**src/rtl/rgb_led_pwm_pkg.sv**
```systemverilog
// Shared encodings and helpers for the RGB status-LED PWM driver.
// Gamma helper is used only when RGB_LED_GAMMA_EN is defined.
package rgb_led_pkg;

   typedef enum logic [1:0] {
      MODE_OFF   = 2'b00,
      MODE_SOLID = 2'b01,
      MODE_BLINK = 2'b10,
      MODE_ALARM = 2'b11
   } mode_e;

   typedef enum logic [1:0] {
      S_OFF     = 2'b00,
      S_ON      = 2'b01,
      S_BLK_ON  = 2'b10,
      S_BLK_OFF = 2'b11
   } state_e;

   // Quadratic gamma: (duty*duty) >> w. Only the low w bits of the result matter.
   function automatic logic [31:0] gamma_corr(input logic [31:0] duty, input int w);
      logic [63:0] prod;
      logic [63:0] shifted;
      prod    = {32'd0, duty} * {32'd0, duty};
      shifted = prod >> w;
      return shifted[31:0];
   endfunction

endpackage

```
**src/rtl/rgb_led_pwm_if.sv**
```systemverilog
// Signal bundle between the timer control FSM (master) and the LED driver (slave).
interface rgb_led_pwm_if #(
   parameter int CHANNELS = 3,
   parameter int PWM_W    = 8
);
   import rgb_led_pkg::*;

   // No handshake: choice/duty/mode are level signals that the driver samples
   // only at PWM period boundaries; the master may change them at any time.
   logic [CHANNELS-1:0]       choice;
   logic [CHANNELS*PWM_W-1:0] duty;
   logic [1:0]                mode;
   logic [CHANNELS-1:0]       led_out;
   logic                      period_tick;
   state_e                    state_dbg;

   modport master (
      output choice, duty, mode,
      input  led_out, period_tick, state_dbg
   );

   modport slave (
      input  choice, duty, mode,
      output led_out, period_tick, state_dbg
   );

endinterface

```
**src/rtl/rgb_led_pwm_channel.sv**
```systemverilog
// One PWM channel: holds the boundary-latched duty and compares it against the shared counter.
// RGB_LED_GAMMA_EN selects gamma-corrected duty instead of linear duty.
module rgb_pwm_channel #(
   parameter int PWM_W = 8
) (
   input  logic             clk,
   input  logic             rst,
   input  logic             boundary_i,
   input  logic [PWM_W-1:0] duty_i,
   input  logic [PWM_W-1:0] cnt_i,
   output logic             on_o
);
`ifdef RGB_LED_GAMMA_EN
   import rgb_led_pkg::*;
`endif

   logic [PWM_W-1:0] duty_l_q;
   logic [PWM_W-1:0] duty_l_d;
   logic [PWM_W-1:0] duty_eff;

   always_comb begin
      duty_l_d = duty_l_q;
      if (boundary_i) duty_l_d = duty_i;
   end

   always_ff @(posedge clk or posedge rst) begin
      if (rst) duty_l_q <= '0;
      else     duty_l_q <= duty_l_d;
   end

`ifdef RGB_LED_GAMMA_EN
   assign duty_eff = PWM_W'(gamma_corr(32'(duty_l_d), PWM_W));
`else
   assign duty_eff = duty_l_d;
`endif

   // Evaluated on the next-state duty/count so the registered output lines up
   // with the counter value it belongs to. Full-on test uses the raw duty.
   assign on_o = (&duty_l_d) | (cnt_i < duty_eff);

endmodule

```
**src/rtl/rgb_led_pwm.sv**
```systemverilog
// Multi-channel RGB LED PWM driver with OFF/SOLID/BLINK/ALARM modes; inputs latched at period wrap.
// Define RGB_LED_GAMMA_EN to gamma-correct the per-channel duty.
module rgb_led_pwm
   import rgb_led_pkg::*;
#(
   parameter int CHANNELS      = 3,
   parameter int PWM_W         = 8,
   parameter int PRESCALE      = 4,
   parameter int BLINK_PERIODS = 64
) (
   input  logic         clk,
   input  logic         rst,
   rgb_led_pwm_if.slave bus
);

   localparam int PRE_W = (PRESCALE > 1) ? $clog2(PRESCALE) : 1;
   localparam int BC_W  = $clog2(BLINK_PERIODS);

   localparam logic [PRE_W-1:0] PRE_LAST   = PRE_W'(PRESCALE - 1);
   localparam logic [BC_W-1:0]  BLINK_LAST = BC_W'(BLINK_PERIODS - 1);
   localparam logic [BC_W-1:0]  ALARM_LAST = BC_W'(BLINK_PERIODS / 4 - 1);

   logic [PRE_W-1:0]    pre_q, pre_d;
   logic [PWM_W-1:0]    cnt_q, cnt_d;
   logic                tick;
   logic                boundary;
   logic [CHANNELS-1:0] choice_l_q, choice_l_d;
   mode_e               mode_l_q, mode_l_d;
   state_e              state_q, state_d;
   logic [BC_W-1:0]     blink_q, blink_d;
   logic [BC_W-1:0]     blink_last;
   logic [CHANNELS-1:0] ch_on;
   logic                phase_on_d;
   logic [CHANNELS-1:0] led_out_q, led_out_d;
   logic                period_tick_q;

   assign tick     = (pre_q == PRE_LAST);
   assign boundary = tick && (&cnt_q);

   always_comb begin
      pre_d = pre_q + 1'b1;
      if (tick) pre_d = '0;
      cnt_d = cnt_q;
      if (tick) cnt_d = cnt_q + 1'b1;
   end

   always_comb begin
      choice_l_d = choice_l_q;
      mode_l_d   = mode_l_q;
      if (boundary) begin
         choice_l_d = bus.choice;
         mode_l_d   = mode_e'(bus.mode);
      end
   end

   // Mode FSM; steps only on period boundaries, using the mode latched there.
   always_comb begin
      state_d    = state_q;
      blink_d    = blink_q;
      blink_last = (mode_l_d == MODE_ALARM) ? ALARM_LAST : BLINK_LAST;
      if (boundary) begin
         case (mode_l_d)
            MODE_OFF: begin
               state_d = S_OFF;
               blink_d = '0;
            end
            MODE_SOLID: begin
               state_d = S_ON;
               blink_d = '0;
            end
            default: begin
               if (state_q == S_OFF || state_q == S_ON) begin
                  state_d = S_BLK_ON;
                  blink_d = '0;
               end else if (mode_l_d != mode_l_q) begin
                  // BLINK<->ALARM: keep the current phase, restart its count.
                  blink_d = '0;
               end else if (blink_q == blink_last) begin
                  state_d = (state_q == S_BLK_ON) ? S_BLK_OFF : S_BLK_ON;
                  blink_d = '0;
               end else begin
                  blink_d = blink_q + 1'b1;
               end
            end
         endcase
      end
   end

   for (genvar i = 0; i < CHANNELS; i++) begin : g_ch
      rgb_pwm_channel #(
         .PWM_W(PWM_W)
      ) u_ch (
         .clk       (clk),
         .rst       (rst),
         .boundary_i(boundary),
         .duty_i    (bus.duty[i*PWM_W +: PWM_W]),
         .cnt_i     (cnt_d),
         .on_o      (ch_on[i])
      );
   end

   always_comb begin
      phase_on_d = (state_d == S_ON) || (state_d == S_BLK_ON);
      led_out_d  = choice_l_d & ch_on & {CHANNELS{phase_on_d}};
   end

   always_ff @(posedge clk or posedge rst) begin
      if (rst) begin
         pre_q         <= '0;
         cnt_q         <= '0;
         choice_l_q    <= '0;
         mode_l_q      <= MODE_OFF;
         state_q       <= S_OFF;
         blink_q       <= '0;
         led_out_q     <= '0;
         period_tick_q <= 1'b0;
      end else begin
         pre_q         <= pre_d;
         cnt_q         <= cnt_d;
         choice_l_q    <= choice_l_d;
         mode_l_q      <= mode_l_d;
         state_q       <= state_d;
         blink_q       <= blink_d;
         led_out_q     <= led_out_d;
         period_tick_q <= boundary;
      end
   end

   assign bus.led_out     = led_out_q;
   assign bus.period_tick = period_tick_q;
   assign bus.state_dbg   = state_q;

endmodule

```
**src/flat_wrapper.sv**
```systemverilog
// flat-port wrapper written by rule: the top's interface ports become plain ports
module rgb_led_pwm_flat import rgb_led_pkg::*;
#(
   parameter int CHANNELS      = 3,
   parameter int PWM_W         = 8,
   parameter int PRESCALE      = 4,
   parameter int BLINK_PERIODS = 64
)
  (clk, rst, bus_choice, bus_duty, bus_mode, bus_led_out, bus_period_tick, bus_state_dbg);
  rgb_led_pwm_if #(.CHANNELS(CHANNELS), .PWM_W(PWM_W)) bus_i ();
  input  logic clk;
  input  logic rst;
  input wire logic [$bits(bus_i.choice)-1:0] bus_choice;
  input wire logic [$bits(bus_i.duty)-1:0] bus_duty;
  input wire logic [$bits(bus_i.mode)-1:0] bus_mode;
  output wire logic [$bits(bus_i.led_out)-1:0] bus_led_out;
  output wire logic [$bits(bus_i.period_tick)-1:0] bus_period_tick;
  output wire logic [$bits(bus_i.state_dbg)-1:0] bus_state_dbg;
  assign bus_i.choice = bus_choice;
  assign bus_i.duty = bus_duty;
  assign bus_i.mode = bus_mode;
  assign bus_led_out = bus_i.led_out;
  assign bus_period_tick = bus_i.period_tick;
  assign bus_state_dbg = bus_i.state_dbg;
  rgb_led_pwm #(.CHANNELS(CHANNELS), .PWM_W(PWM_W), .PRESCALE(PRESCALE), .BLINK_PERIODS(BLINK_PERIODS)) u_core (.clk(clk), .rst(rst), .bus(bus_i));
endmodule
```
**config.mk**
```make
export PLATFORM = sky130hd
export DESIGN_NAME = rgb_led_pwm_flat
export DESIGN_NICKNAME = d
export VERILOG_FILES = /design/src/rtl/rgb_led_pwm_pkg.sv /design/src/rtl/rgb_led_pwm_if.sv /design/src/rtl/rgb_led_pwm_channel.sv /design/src/rtl/rgb_led_pwm.sv /design/src/flat_wrapper.sv
export SDC_FILE = /design/constraint.sdc
export NUM_CORES = 1
export LEC_CHECK = 0
export CORE_MARGIN = 1
export CORE_UTILIZATION = 55
export CTS_CLUSTER_SIZE = 16
export DETAILED_ROUTE_END_ITERATION = 8
export PLACE_DENSITY = 0.8
export SYNTH_ARGS = -nofsm -noshare
export SYNTH_HDL_FRONTEND = slang
export SYNTH_HIERARCHICAL = 1
export SYNTH_SLANG_ARGS = --single-unit
```
**constraint.sdc**
```tcl
create_clock -name clk -period 3.74 [get_ports clk]
set_clock_uncertainty 0.15 [all_clocks]
set_input_delay 0.561 -clock clk [delete_from_list [all_inputs] [get_ports clk]]
set_output_delay 0.561 -clock clk [all_outputs]
set_load 0.005 [all_outputs]
```
==> results_dict.tcl <==
set metrics [dict create \
    status "finished, final reports clean" \
    grt_overflow_total 0 \
    synth_most_common_cell "dfrtp_1" \
    critPathCaptureType "flop" \
    synth_edf_count 0 \
    synth_common_cells "dfrtp_1, inv_1, mux2i_1" \
    ir_drop_mv 0.1819 \
    vias 2133 \
    synth_top_family_by_area "simple AND/OR/NAND/NOR gates" \
    clk_latency_ns 0.30 \
    slew-limit-headroom_pct 33.27 \
    synth.cell_area_sq_um 2907 \
    cts-buffers-inserted 5 \
    critPathKind "reg -> reg" \
    power_density_nw_per_um2 275.5 \
    finalMaxSlewViolations 0 \
    arrival_ns 3.30 \
    leakage_nw 1.674 \
    place_inst 373 \
    whs_path_depth 1 \
    cts_resized 0 \
    core_area_sq_um 5107 \
    dr.pass1.iters 5 \
    track_usage_pct 22.10 \
    clock_sinks 51 \
    synth-compound-area-share_pct 12.01 \
    rsz0062_at_grt "false" \
    synthSimpleGateAreaFrac_pct 13.90 \
    die_width_um 74.70 \
    ys_seq_area_share_pct 43.91 \
    ff2ff_path_depth 14 \
    cts_tree "yes" \
    period_share_pct 86.38 \
    post_drt_wl_per_cell_um 14.38 \
    ys_warn_count 6 \
    rows 26 \
    fmax_mhz 309.5 \
    drive_gt1_share_pct 8.710 \
    synthArstFlopShare_pct 100.0 \
    synthTopCellsByArea "dfrtp_1, ha_1, mux2i_1" \
    instances_no_fill 380 \
    grt_pass1_vias 2032 \
    dpl.hpwl_um 4210 \
    clkSlewWorstSetupHoldPaths_ns 0.08 \
    io_buffers 36 \
    nets 365 \
    hold_buffers 0 \
    holdCritPathClass "reg -> reg" \
    drt_wl_total_um 5465 \
    cts_root_buffer "clkbuf_8" \
    ant_nets 0 \
    antenna_found_initial 0 \
    diodes 0 \
    synthFlopType "dfrtp_1" \
    synth_top_area_share_pct 43.91 \
    finalWeightedCongestion 0.8279 \
    ys_ff_latch 51 \
    cts.htree.levels 2 \
    chipHeight_um 74.70 \
    tns_ns 0 \
    yosysTopAreaCell "dfrtp_1" \
    ctsLongestPathBuffers 2 \
    synth.avg_cell_area_sq_um 10.76 \
    tightest_slew_ns 0.9998 \
    grt_max_degree 28 \
    min_period_ns 3.231 \
    synthAdderAreaFrac_pct 10.33 \
    cp_max_fo 20 \
    worstPathRequired_ns 3.81 \
    muxShareOfSynthArea_pct 11.28 \
    vias_per_cell 5.613 \
    synth.distinct_cells 46 \
    area_growth_pct 17.35 \
    finalHoldViolCount 0 \
    drtIter0Drc 114 \
    cts_setup_buffers 0 \
    maxCapViolCount 0 \
    initial_utilization_pct 56.91 \
    drc 0 \
    die_area_sq_um 5579 \
    grt_pass1_wl_um 9266 \
    setup_viol 0 \
    io_pins 37 \
    start_kind "flop" \
    synth_nets 325 \
    synth-xor-area-share_pct 2.712 \
    syn_inst 270 \
]
## stage by stage
step / setup slack, ns / hold WS [ns] / power (W) / area [sq um] / util [%]
finish: 0.5095 / 0.3037 / 0.0009396 / 3411 / 66.78
CTS: 0.4833 / 0.3032 / 0.0009478 / 3411 / 66.78
global route: 0.1821 / 0.3208 / 0.0009760 / 3411 / 66.78
floorplan: 0.5033 / 0.2267 / 0.0005904 / 2907 / -
global placement: 0.5930 / 0.2634 / 0.0006340 / 3323 / 65.07
detailed placement: 0.5185 / 0.2906 / 0.0006352 / 3323 / 65.07
## layer usage
layer,global-route usage [%],part of all wire (%),up-vias
li1,-,-,1042
met1,30.49,47,1044
met2,36.24,48,41
met3,4.284,3.7,6
met4,5.241,0.88,0
met5,0,0,-
## final cells by class
type	count	area (sq um)
fillers	408	1697
clock buffers	6	82.58
repair buffers	39	382.9
inverters	31	116.4
multi-input cells	182	1460
clock inverters	1	5.005
well taps	70	87.58
flip-flops and latches	51	1276
## placed cells by master (no fill, tap or decap), types with 4 or more instances in the layout
| master | n |
|---|---|
| dfrtp_1 | 51 |
| clkdlybuf4s50_1 | 36 |
| inv_1 | 31 |
| mux2i_1 | 26 |
| ha_1 | 24 |
| nand2_1 | 18 |
| nand3_1 | 14 |
| o21ai_0 | 13 |
| nor2_1 | 10 |
| xnor2_1 | 7 |
| a21oi_1 | 7 |
| clkbuf_8 | 6 |
| nand4_1 | 6 |
| o211ai_1 | 4 |
| o2111ai_1 | 4 |
## power by group
group          internal, W  total [W]  switching [W]
combinational    0.0000383  0.0000676      0.0000293
clock             0.000146   0.000316       0.000171
sequential        0.000554   0.000556     0.00000187
## worst paths after layout
check | from | end | slack (ns)
worst max-delay path | u_core/pre_q[0] | u_core/bus.led_out[2] | 0.51
worst min-delay path | u_core/pre_q[0] | u_core/pre_q[0] | 0.30
worst max register to register | u_core/pre_q[0] | u_core/bus.led_out[2] | 0.51
worst min register to register | u_core/pre_q[0] | u_core/pre_q[0] | 0.30
max in group asynchronous | rst | u_core/choice_l_q[1] | 2.08
min in group asynchronous | rst | u_core/g_ch[1].u_ch/duty_l_q[3] | 0.44
## flip-flops by register name, indices dropped and copies added, names as in the netlist
signal,flops
u_core/mode_l_q,2
u_core/bus.led_out,3
u_core/g_ch.u_ch/duty_l_q,24
u_core/blink_q,6
u_core/choice_l_q,3
u_core/cnt_q,8
u_core/bus.period_tick,1
u_core/bus.state_dbg,2
u_core/pre_q,2
## logic make-up (layout without fill, tap and decap cells)
group	count (synthesis)	count (layout)
XOR/XNOR	9	9
flip-flops	51	51
multiplexers	31	31
AND/OR/NAND/NOR	71	71
AO/OA/AOI/OAI	47	47
buffers and inverters	37	77
adder cells (fa/ha/maj)	24	24
## worst max-delay path, cell delays in order (launching register included)
cell and delay [ns]:
dfrtp_1 0.37, ha_1 0.31, nand4_4 0.18, or2_1 0.28, inv_1 0.08, buf_4 0.29
and2b_2 0.27, a21oi_1 0.18, ha_1 0.26, o21ai_0 0.10, a21oi_2 0.05, o211ai_1 0.16
a32o_1 0.23, nand3_1 0.08, mux2i_1 0.15
(Power assumes the default switching activity.)
